<file path="src/rtl/exm_ctrl_pkg.sv">
// Shared encodings for the execute-memory stack sequencer: FSM states,
// the operation being sequenced, and where {C,N,Z} sit in the flag vector.
package exm_ctrl_pkg;

  typedef enum logic [2:0] {
    S_IDLE    = 3'd0,
    S_PUSH_HI = 3'd1,
    S_PUSH_LO = 3'd2,
    S_POP_LO  = 3'd3,
    S_POP_HI  = 3'd4,
    S_LOAD    = 3'd5
  } state_t;

  typedef enum logic [1:0] {
    OP_CALL = 2'd0,
    OP_INT  = 2'd1,
    OP_RET  = 2'd2,
    OP_RTI  = 2'd3
  } op_t;

  // Bit positions inside the 3-bit {C,N,Z} flag vector.
  localparam int FLAG_W = 3;
  localparam int FLAG_C = 2;
  localparam int FLAG_N = 1;
  localparam int FLAG_Z = 0;

endpackage

</file>
<file path="src/rtl/exm_stack_sequencer_pc_half_assembler.sv">
// Captures the two popped PC halves (low half first) and presents the
// reassembled RET target, plus the RTI form where the top three bits of
// the high half carry the saved {C,N,Z} flags instead of PC bits.
module pc_half_assembler
  import exm_ctrl_pkg::*;
#(
  parameter int D_W = 16
) (
  input  logic                 clk,
  input  logic                 srst,
  input  logic                 cap_lo,
  input  logic                 cap_hi,
  input  logic [D_W-1:0]       mem_data,
  output logic [2*D_W-1:0]     pc_ret,
  output logic [2*D_W-1:0]     pc_rti,
  output logic [FLAG_W-1:0]    flags_rti
);

  logic [D_W-1:0] lo_reg;
  logic [D_W-1:0] hi_reg;

  // Register each half on the cycle its pop is on the memory read port.
  always_ff @(posedge clk) begin
    if (srst) begin
      lo_reg <= '0;
      hi_reg <= '0;
    end else begin
      if (cap_lo) lo_reg <= mem_data;
      if (cap_hi) hi_reg <= mem_data;
    end
  end

  assign pc_ret = {hi_reg, lo_reg};
  assign pc_rti = {{FLAG_W{1'b0}}, hi_reg[D_W-FLAG_W-1:0], lo_reg};

  // Flags ride in the top bits of the high half, in {C,N,Z} order.
  assign flags_rti[FLAG_C] = hi_reg[D_W-FLAG_W+FLAG_C];
  assign flags_rti[FLAG_N] = hi_reg[D_W-FLAG_W+FLAG_N];
  assign flags_rti[FLAG_Z] = hi_reg[D_W-FLAG_W+FLAG_Z];

endmodule

</file>
<file path="src/rtl/exm_stack_sequencer.sv">
// Sequences the stack for CALL / RET / RTI / interrupt entry. A 32-bit PC
// moves through the 16-bit stack as two half-word accesses; the front end
// is stalled for the whole sequence and a single PC-load pulse ends it.
module exm_stack_sequencer
  import exm_ctrl_pkg::*;
#(
  parameter int              PC_W       = 32,
  parameter int              D_W        = 16,
  parameter logic [PC_W-1:0] INT_VECTOR = '0
) (
  input  logic            i_clk,
  input  logic            i_reset,
  input  logic            i_call,
  input  logic            i_ret,
  input  logic            i_rti,
  input  logic            i_int,
  input  logic [PC_W-1:0] i_pc,
  input  logic [D_W-1:0]  i_target,
  input  logic [2:0]      i_flags,
  input  logic [D_W-1:0]  i_mem_data,
  output logic            o_stall,
  output logic            o_busy,
  output logic            o_stack_operation,
  output logic            o_stack_function,
  output logic            o_mem_read,
  output logic            o_mem_write,
  output logic            o_push_pc,
  output logic            o_pop_pc,
  output logic            o_hazard_state,
  output logic            o_branch_flags,
  output logic            o_pc_load,
  output logic [PC_W-1:0] o_pc_new,
  output logic            o_flags_load,
  output logic [2:0]      o_flags_new
);

  state_t          state_reg, state_next;
  op_t             op_reg, start_op;
  logic            start;
  logic            int_pending_reg;
  logic [D_W-1:0]  target_reg;
  logic [PC_W-1:0] pc_reg;
  logic [2:0]      flags_reg;
  logic [PC_W-1:0] pc_ret, pc_rti;
  logic [2:0]      flags_rti;

  // Snapshot of the return PC / flags at sequence start. The stage's push
  // datapath muxes the live inputs (held stable by o_stall), so nothing here
  // reads the snapshot; it is kept for debug visibility only.
  logic unused_saved;
  assign unused_saved = ^{pc_reg, flags_reg};

  pc_half_assembler #(.D_W(D_W)) u_assembler (
    .clk       (i_clk),
    .srst      (i_reset),
    .cap_lo    (state_reg == S_POP_LO),
    .cap_hi    (state_reg == S_POP_HI),
    .mem_data  (i_mem_data),
    .pc_ret    (pc_ret),
    .pc_rti    (pc_rti),
    .flags_rti (flags_rti)
  );

  // Arbitrate a new sequence in IDLE: instructions beat the pending interrupt.
  always_comb begin
    start    = 1'b0;
    start_op = OP_CALL;
    if (state_reg == S_IDLE && !i_reset) begin
      if (i_call) begin
        start = 1'b1; start_op = OP_CALL;
      end else if (i_ret) begin
        start = 1'b1; start_op = OP_RET;
      end else if (i_rti) begin
        start = 1'b1; start_op = OP_RTI;
      end else if (int_pending_reg) begin
        start = 1'b1; start_op = OP_INT;
      end
    end
  end

  // Next-state and per-state stack/memory/PC controls.
  always_comb begin
    state_next        = state_reg;
    o_stack_operation = 1'b0;
    o_stack_function  = 1'b0;
    o_mem_read        = 1'b0;
    o_mem_write       = 1'b0;
    o_push_pc         = 1'b0;
    o_pop_pc          = 1'b0;
    o_hazard_state    = 1'b0;
    o_branch_flags    = 1'b0;
    o_pc_load         = 1'b0;
    o_pc_new          = '0;
    o_flags_load      = 1'b0;
    o_flags_new       = '0;
    case (state_reg)
      S_IDLE: begin
        if (start)
          state_next = (start_op == OP_CALL || start_op == OP_INT) ? S_PUSH_HI : S_POP_LO;
      end
      S_PUSH_HI, S_PUSH_LO: begin
        o_stack_operation = 1'b1;
        o_stack_function  = 1'b1;
        o_mem_write       = 1'b1;
        o_push_pc         = 1'b1;
        o_hazard_state    = (state_reg == S_PUSH_LO);
        o_branch_flags    = (state_reg == S_PUSH_HI) && (op_reg == OP_INT);
        state_next        = (state_reg == S_PUSH_HI) ? S_PUSH_LO : S_LOAD;
      end
      S_POP_LO, S_POP_HI: begin
        o_stack_operation = 1'b1;
        o_mem_read        = 1'b1;
        o_pop_pc          = 1'b1;
        state_next        = (state_reg == S_POP_LO) ? S_POP_HI : S_LOAD;
      end
      S_LOAD: begin
        o_pc_load  = 1'b1;
        state_next = S_IDLE;
        case (op_reg)
          OP_CALL: o_pc_new = {{(PC_W-D_W){1'b0}}, target_reg};
          OP_INT:  o_pc_new = INT_VECTOR;
          OP_RET:  o_pc_new = pc_ret;
          OP_RTI: begin
            o_pc_new     = pc_rti;
            o_flags_load = 1'b1;
            o_flags_new  = flags_rti;
          end
          default: o_pc_new = '0;
        endcase
      end
      default: state_next = S_IDLE;
    endcase
  end

  assign o_busy  = (state_reg != S_IDLE);
  assign o_stall = o_busy | start;

  // State, operation latch and sticky interrupt request.
  always_ff @(posedge i_clk) begin
    if (i_reset) begin
      state_reg       <= S_IDLE;
      op_reg          <= OP_CALL;
      target_reg      <= '0;
      pc_reg          <= '0;
      flags_reg       <= '0;
      int_pending_reg <= 1'b0;
    end else begin
      state_reg <= state_next;
      if (start) begin
        op_reg <= start_op;
        pc_reg <= i_pc;
        if (start_op == OP_CALL) target_reg <= i_target;
        if (start_op == OP_INT)  flags_reg  <= i_flags;
      end
      int_pending_reg <= (int_pending_reg & ~(start && start_op == OP_INT)) | i_int;
    end
  end

endmodule

</file>
<file path="config.mk">
export PLATFORM = sky130hd
export DESIGN_NAME = exm_stack_sequencer
export DESIGN_NICKNAME = d
export VERILOG_FILES = /design/src/rtl/exm_ctrl_pkg.sv /design/src/rtl/exm_stack_sequencer_pc_half_assembler.sv /design/src/rtl/exm_stack_sequencer.sv
export SDC_FILE = /design/constraint.sdc
export NUM_CORES = 1
export LEC_CHECK = 0
export CORE_AREA = 10 10 113 64
export CTS_BUF_LIST = sky130_fd_sc_hd__clkbuf_8
export CTS_CLUSTER_DIAMETER = 100
export DETAILED_ROUTE_END_ITERATION = 8
export DIE_AREA = 0 0 123 74
export DONT_BUFFER_PORTS = 1
export GPL_ROUTABILITY_DRIVEN = 0
export PLACE_DENSITY_LB_ADDON = 0.1
export SLEW_MARGIN = 0
export SYNTH_ARGS = -nofsm -noshare
export SYNTH_HDL_FRONTEND = slang
export SYNTH_SLANG_ARGS = --single-unit
export TNS_END_PERCENT = 30
</file>
<file path="constraint.sdc">
create_clock -name i_clk -period 1.65 [get_ports i_clk]
set_clock_uncertainty 0.1 [all_clocks]
set_input_delay 0.2475 -clock i_clk [delete_from_list [all_inputs] [get_ports i_clk]]
set_output_delay 0.2475 -clock i_clk [all_outputs]
set_load 0.1 [all_outputs]
</file>
==> summary.md <==
| Metric | Value |
|---|---|
| Run status | complete, but fails checks |
| Failing checks | setup timing |
| Remaining Overflow, GRT | 0 |
| Simple-gate share of the synthesized area | about a quarter |
| Min Hold Slack | 0.00944 ns |
| # setup viols final | 47 |
| Clock share of power | around 22% |
| CTS sink cnt | 54 |
| Combined area of the multi-input logic cells | 1630 sq um |
| CP required | between 1 and 1.5 ns |
| Layout filler cell count | between 200 and 300 |
| F_max | 515 MHz |
| Worst Path Arrival | between 1.5 and 2 ns |
| Switching power | approximately 0.0012 W |
| Maximum VDD drop | 0.000754 V |
| ANT cells | 0 |
| CP Max Fanout | 8 |
| Largest family of logic cells by synthesized area | simple AND/OR/NAND/NOR gates |
| Final period utilization | 118% |
| RSZ-0062 raised after global routing | true |
| Fin crit period | ~1.9 ns |
| Max Slew Vio Count | 0 |
| Count leader, synth | dfxtp_1 |
| Startpoint Class | register |
| Number of buffers added on ports | 0 |
| DR WL/cell | between 20 and 25 um |
| Dominant synthesized flop cell | dfxtp_1 |
| Row cnt | 19 |
| Register area share after synthesis | ~42% |
| Nets | between 400 and 500 |
| Worst hold path class | in -> reg |
| Initial DRC count | 288 |
| Slowest stage delay, CP | 0.40 ns |
| Synthesized area | about 2600 sq um |
| Top delay family on crit path | buffers and inverters |
| Largest net degree at the start of global routing | 39 |
| Dpl hpwl | about 5.6 mm |
| Layout area overhead | 75.5% |
| Switching share of power | roughly 36% |
| Chip height | roughly 74 um |
| Synthesis Warnings | 0 |
| Post-synth EDFFs | 0 |
| Share of the synthesized area in the top cell type | approximately two fifths |
| Overall power | 0.00342 W |
| Syn_nets | roughly 400 |
| Synth Area in Adders | 0% |
| Fin Setup TNS | -9.46 ns |
| Core area | ~5300 sq um |
| #FFs+latches synth | between 50 and 60 |
| Clock Tree Buf Depth | 2 |
| Register area | 1090 sq um |
| Compound-Gate Fraction of Synth Area | between 10% and 20% |
| Slew @ Worst Pin | 1.26 ns |
| Vias in the first global route | 2,746 |
| Post-Synthesis Cells | approximately 320 |
| CTS clk-pin slew, worst paths | approximately 0.10 ns |
| Max-Cap Viols | 0 |
| Setup ws final | -0.291 ns |
| Via density | around 5.6 |
| Post-Synth XOR/XNOR Area | less than 1% |
| Post-synthesis mux area share | roughly 6.2% |
| Critical path type | reg -> out |
| Synthesized area per cell | 8.07 sq um |
| Initial core utilization | 49.0% |
| CP Capture Type | output pin |
| Hold Fails Final Rpt | 0 |
| Via count of the routed design | ~2,700 |
| Die width | 123 um |
| Clk_lat worst skew | approximately 0.31 ns |
| Max H-tree Level | 2 |
| Worst path bufs/invs | 3 |
| Leak Pwr | 1.66 nW |
| Synth unique cells | 33 |
| Die area | roughly 9000 sq um |
| Worst slack, placed | -0.0268 ns |
| Comb power frac | a little over a third |
| IO Pins | between 100 and 150 |
| Internal power | 0.00220 W |
| Top cells by area, synth | dfxtp_1 42%, nor2_1 6.5%, a21oi_1 6.4% |
| Layout cells sized above 1 | between 40% and 50% |
| ANT nets after route | 0 |
| Routed wire length | 9.65 mm |
| Asr flop ratio synth | 0% |
| Drt drc | 0 |
| CTS buffer count | 5 |
| Crit-path slowest cell | dfxtp_4 |
| Top post-synthesis cells by count | 54 x dfxtp_1, 45 x nor2_1, 34 x nand2_1 |
| Cell taking the most area after synthesis | dfxtp_1 |
| P per Cell Area | between 700 and 800 nW/um^2 |
| Antenna violations before repair | 0 |
| Clk root buf | clkbuf_8 |
| Drt pass-1 iters | 4 |
| CTS tree | yes |
| Total track usage | 18.9% |
| Seq pwr share | 41.9% |
| First-pass GRT wire length | approximately 14 mm |
| Worst-path cell chain | buf_6 -> buf_16 -> nor3b_2 -> a21oi_1 -> nor2_2 -> buf_12 |
| Worst relative slew slack | approximately 16% |
[layout make-up]
class                   count  area share (%)
multi-input cells         217            35.6
flip-flops and latches     54            23.9
repair buffers            108            35.0
inverters                  18            1.54
clock inverters             2           0.192
well taps                  73            2.00
clock buffers               6            1.81
[cells in the final DEF, fill, tap and decap left out, types with 10 or more instances in the layout]
cell type / synthesis / routed
dfxtp_1: 54 / 50
buf_12: 0 / 44
dlygate4sd3_1: 0 / 34
nand2_1: 34 / 33
a21oi_1: 33 / 30
nor2_1: 45 / 25
inv_1: 17 / 17
a211oi_1: 16 / 16
a31o_2: 16 / 16
mux2i_1: 16 / 16
nor2_4: 0 / 15
and3_4: 0 / 14
buf_4: 5 / 13
buf_6: 1 / 10
[stage by stage]
stage	instance area [sq um]	instances	utilization (%)
2_1_floorplan	2850	322	-
3_3_place_gp	3700	423	69.8
3_5_place_dp	3700	423	69.8
4_1_cts	4370	471	82.4
5_1_grt	4560	478	86.0
6_report	4560	478	86.0
[logic make-up after synthesis]
logic type	count (synthesis)
buf+inv	51
simple gates	126
compound gates	73
mux	16
flops	54
xor+xnor	2
[power by group through the flow]
| stage | sequential, W | combinational [W] | clock [W] |
|---|---|---|---|
| 5_1_grt | 0.00144 | 0.00128 | 0.000815 |
| 6_report | 0.00143 | 0.00122 | 0.000762 |
| 3_3_place_gp | 0.00144 | 0.000932 | 0 |
| 3_5_place_dp | 0.00145 | 0.000945 | 0 |
| 2_1_floorplan | 0.00144 | 0.000786 | 0 |
| 4_1_cts | 0.00142 | 0.00113 | 0.000778 |
[what timing repair did]
action	4_1_cts	5_1_grt
buffers inserted	2	5
cloned	3	2
hold endpoints to repair	54	0
pin swaps	13	8
hold buffers	35	0
setup endpoints to repair	47	48
gates resized for setup	33	25
[worst paths after layout]
| kind | from | endpoint | slack (ns) | cells past startpoint |
|---|---|---|---|---|
| worst max-delay path | op_reg[1]$_SDFFE_PP0P_ | o_pc_new[3] | -0.29 | 6 |
| worst min-delay path | i_ret | state_reg[0]$_SDFFE_PP0P_ | 0.009 | 2 |
| worst max register to register | state_reg[1]$_SDFFE_PP0P_ | op_reg[1]$_SDFFE_PP0P_ | 0.04 | 6 |
| worst min register to register | u_assembler.lo_reg[5]$_SDFFE_PP0N_ | u_assembler.lo_reg[5]$_SDFFE_PP0N_ | 0.37 | 2 |
[layer usage]
layer  share of wire (%)  GRT usage (%)
met2                  51           31.9
met1                  41           22.8
met4                0.94           3.98
met3                 7.5           7.33
met5                   0              0
(Power assumes the default switching activity.)
